File: config.mk
export PLATFORM = sky130hd
export DESIGN_NAME = skolem_cond_eval
export DESIGN_NICKNAME = d
export VERILOG_FILES = /design/src/rtl/skolem_pkg.sv /design/src/rtl/skolem_cond_eval.sv
export SDC_FILE = /design/constraint.sdc
export NUM_CORES = 1
export LEC_CHECK = 0
export ABC_AREA = 1
export BUFFER_PORTS_ARGS = -buffer_cell sky130_fd_sc_hd__buf_4
export CAP_MARGIN = 20
export CORE_AREA = 2 2 39 41
export DETAILED_ROUTE_END_ITERATION = 7
export DIE_AREA = 0 0 41 43
export PLACE_DENSITY = 0.56
export REMOVE_ABC_BUFFERS = 1
export SYNTH_ARGS = -nofsm -noshare
export SYNTH_HDL_FRONTEND = slang
export SYNTH_SLANG_ARGS = --single-unit
File: constraint.sdc
create_clock -name vclk -period 3.15
set_clock_uncertainty 0.05 [all_clocks]
set_input_delay 0.63 -clock vclk [all_inputs]
set_output_delay 0.63 -clock vclk [all_outputs]
set_load 0.005 [all_outputs]
File: src/rtl/skolem_pkg.sv
// Shared types and bit-vector helpers for the Skolem sweep harness.
package skolem_pkg;
  typedef logic [2:0] state_t;
  localparam state_t IDLE   = 3'd0;
  localparam state_t DRIVE  = 3'd1;
  localparam state_t SAMPLE = 3'd2;
  localparam state_t SEARCH = 3'd3;
  localparam state_t NEXT   = 3'd4;
  localparam state_t DONE   = 3'd5;

  localparam int SK_W = 4;
  localparam int NVEC = 2**(2*SK_W);

  // Signed compare of the low w bits: shift the sign bit up to bit 31.
  function automatic logic bvsgt(input logic [31:0] a, input logic [31:0] b, input int w);
    logic signed [31:0] as_;
    logic signed [31:0] bs_;
    as_ = $signed(a << (32 - w));
    bs_ = $signed(b << (32 - w));
    return as_ > bs_;
  endfunction

  function automatic logic [31:0] bvmul_trunc(input logic [31:0] a, input logic [31:0] b, input int w);
    logic [31:0] p;
    p = a * b;
    return p & ((32'd1 << w) - 32'd1);
  endfunction
endpackage

File: src/rtl/skolem_cond_eval.sv
// Combinational invertibility check: (s*c mod 2^W) >s t.
module skolem_cond_eval
  import skolem_pkg::*;
#(
  parameter int W = 4
) (
  input  logic [W-1:0] s,
  input  logic [W-1:0] t,
  input  logic [W-1:0] c,
  output logic         ok
);
  logic [31:0] prod;

  always_comb begin
    prod = bvmul_trunc(32'(s), 32'(c), W);
    ok   = bvsgt(prod, 32'(t), W);
  end
endmodule

==> flow_summary.json <==
{
  "status": "completed",
  "placedCellCount": 92,
  "antenna_found_initial": 0,
  "grt_usage_pct": 8.991,
  "finalSetupViolations": 0,
  "final_area_um2": 528.0,
  "rows": 14,
  "min_path_type": "in -> out",
  "intPower_uw": 46.79,
  "ys_seq_area_share_pct": 0,
  "hold_violations": 0,
  "relSlewSlack_pct": 89.89,
  "p_sw_share_pct": 45.17,
  "routabilityCongestion": 0.7032,
  "maxCapViolations": 0,
  "grt_pass1_vias": 335,
  "vias_per_cell": 4.151,
  "initial_core_util_pct": 23.33,
  "routed-via-count": 386,
  "grt_pass1_wl_um": 1193,
  "area_delta_synth_final_pct": 63.57,
  "yosysMostFrequentCell": "nand2_1",
  "leakagePower_uw": 0.0003149,
  "powerDensity_nw_per_um2": 161.6,
  "synth.area.mux_share_pct": 0,
  "synthesis.area_um2": 322.8,
  "end_kind": "output pin",
  "synthSimpleGateAreaFrac_pct": 44.96,
  "grt_start_max_net_pins": 6,
  "path_max_fanout": 2,
  "placedInstanceArea_um2": 462.9,
  "final.setup.tns_ns": 0,
  "hp-start": "t[3]",
  "synth_top_cell_by_area": "ha_1",
  "nFillCells": 157,
  "period_share_pct": 96.34,
  "finalNonFillerCells": 93,
  "nets": 99,
  "crit_type": "in -> out",
  "ys_warn_count": 0,
  "overflow": 0,
  "ant_nets": 0,
  "power_frac_comb_pct": 100.0,
  "p_switching_uw": 38.55,
  "yosys-top-cells-count": "nand2_1, inv_1, ha_1, nand3_1, nand2_2",
  "dieArea_um2": 1763,
  "power_frac_clock_pct": 0,
  "area.sequential_um2": 0,
  "ys_types": 9,
  "io_pins": 13,
  "synthAdderAreaFrac_pct": 31.01,
  "cp_data_arrival_time_ns": 2.35,
  "die_h_um": 43,
  "post_drt_wl_per_cell_um": 7.441,
  "clkbuf_count": 0,
  "rsz0062_at_grt": "false",
  "drt_iter0_drc": 6,
  "first_pass_iters": 4,
  "timing.fmax_mhz": 329.5,
  "cts_hold_buf": 0,
  "ir_drop_uv": 76.09,
  "port-buffer-count": 13,
  "synthCells": 60,
  "n_antenna_cell": 0,
  "synth_xor_area_share_pct": 2.713,
  "finalPower_uw": 85.34,
  "tightestPinTransition_ns": 0.1506,
  "synth.area.top_cells": "ha_1, nand2_1, inv_1",
  "start_kind": "input pin",
  "finalWirelength_um": 692,
  "drive_gt1_share_pct": 37.66,
  "worstPathRequired_ns": 2.47,
  "seq_power_share_pct": 0,
  "die_x_um": 41,
  "hpwl_um": 605.8,
  "drc": 0,
  "fp.coreArea_um2": 1384,
  "syn_area_per_cell_um2": 5.380,
  "seq_cell_count": 0,
  "synth_top_family_by_area": "simple AND/OR/NAND/NOR gates",
  "synth_top_area_share_pct": 31.01,
  "synth-compound-area-share_pct": 3.876,
  "layout_min_cycle_time_ns": 3.035,
  "slew_violations": 0,
  "startpoint": "c[2]"
}
==> cells in the final DEF (no fill, tap or decap), drive strengths merged <==
cell type,instances
nor2,1
nand3,8
o21ai,1
buf,17
nand2,25
inv,15
ha,8
xnor2,1
o21bai,1
==> worst max-delay path, stage by stage <==
cell,delay [ns]
buf_4,0.12
nand2_2,0.06
inv_2,0.04
ha_4,0.24
ha_4,0.24
ha_4,0.15
inv_1,0.04
nand3_1,0.06
nand2_1,0.08
inv_1,0.04
nand2_1,0.07
nand2_2,0.06
ha_4,0.16
nor2_1,0.07
nand2_1,0.05
nand3_1,0.06
o21ai_1,0.06
buf_4,0.13
==> metrics by stage <==
stage               hold WS [ns]  utilization [%]  setup WS [ns]
floorplan                  1.472                -         0.2360
global placement           1.711            33.45       -0.05359
detailed placement         1.715            33.45       -0.06273
CTS                        1.710            36.35        0.03371
global route               1.750            38.16       0.001697
finish                     1.710            38.16         0.1154
==> power groups by stage <==
stage	sequential (µW)	combinational (µW)	clock [µW]
2_1_floorplan	0	40.0	0
3_3_place_gp	0	69.4	0
3_5_place_dp	0	70.5	0
4_1_cts	0	80.4	0
5_1_grt	0	98.8	0
6_report	0	85.3	0
==> routing by layer <==
metal / part of all wire, % / GRT usage (%) / wire length, µm
met1: 43 / 12.34 / 295
met2: 53 / 15.94 / 369
met3: 3.8 / 0 / 26
met4: 0 / 0 / 0
met5: 0 / 0 / 0
==> what timing repair did <==
action	CTS	global route
cloned	0	0
setup buffers	1	0
setup endpoints to repair	1	1
pin swaps	9	4
resized for setup	8	4
==> cells by family (layout without fill, tap and decap cells) <==
kind of cell	Yosys count	in the layout
AND/OR/NAND/NOR	34	34
buffers and inverters	15	32
adder cells (fa/ha/maj)	8	8
AO/OA/AOI/OAI	2	2
XOR/XNOR	1	1
==> cell type report <==
type | instances | area (µm²) | share of cell area, %
tap | 16 | 20.02 | 3.791
inverter | 15 | 56.30 | 10.66
multi-input combinational | 45 | 324.1 | 61.37
timing repair buffer | 17 | 127.6 | 24.17
==> worst paths after layout <==
kind / end / slack [ns] / cells after the start
worst max-delay path: ok / 0.12 / 18
worst min-delay path: ok / 1.71 / 5
Power figures use the tool's default switching activity.
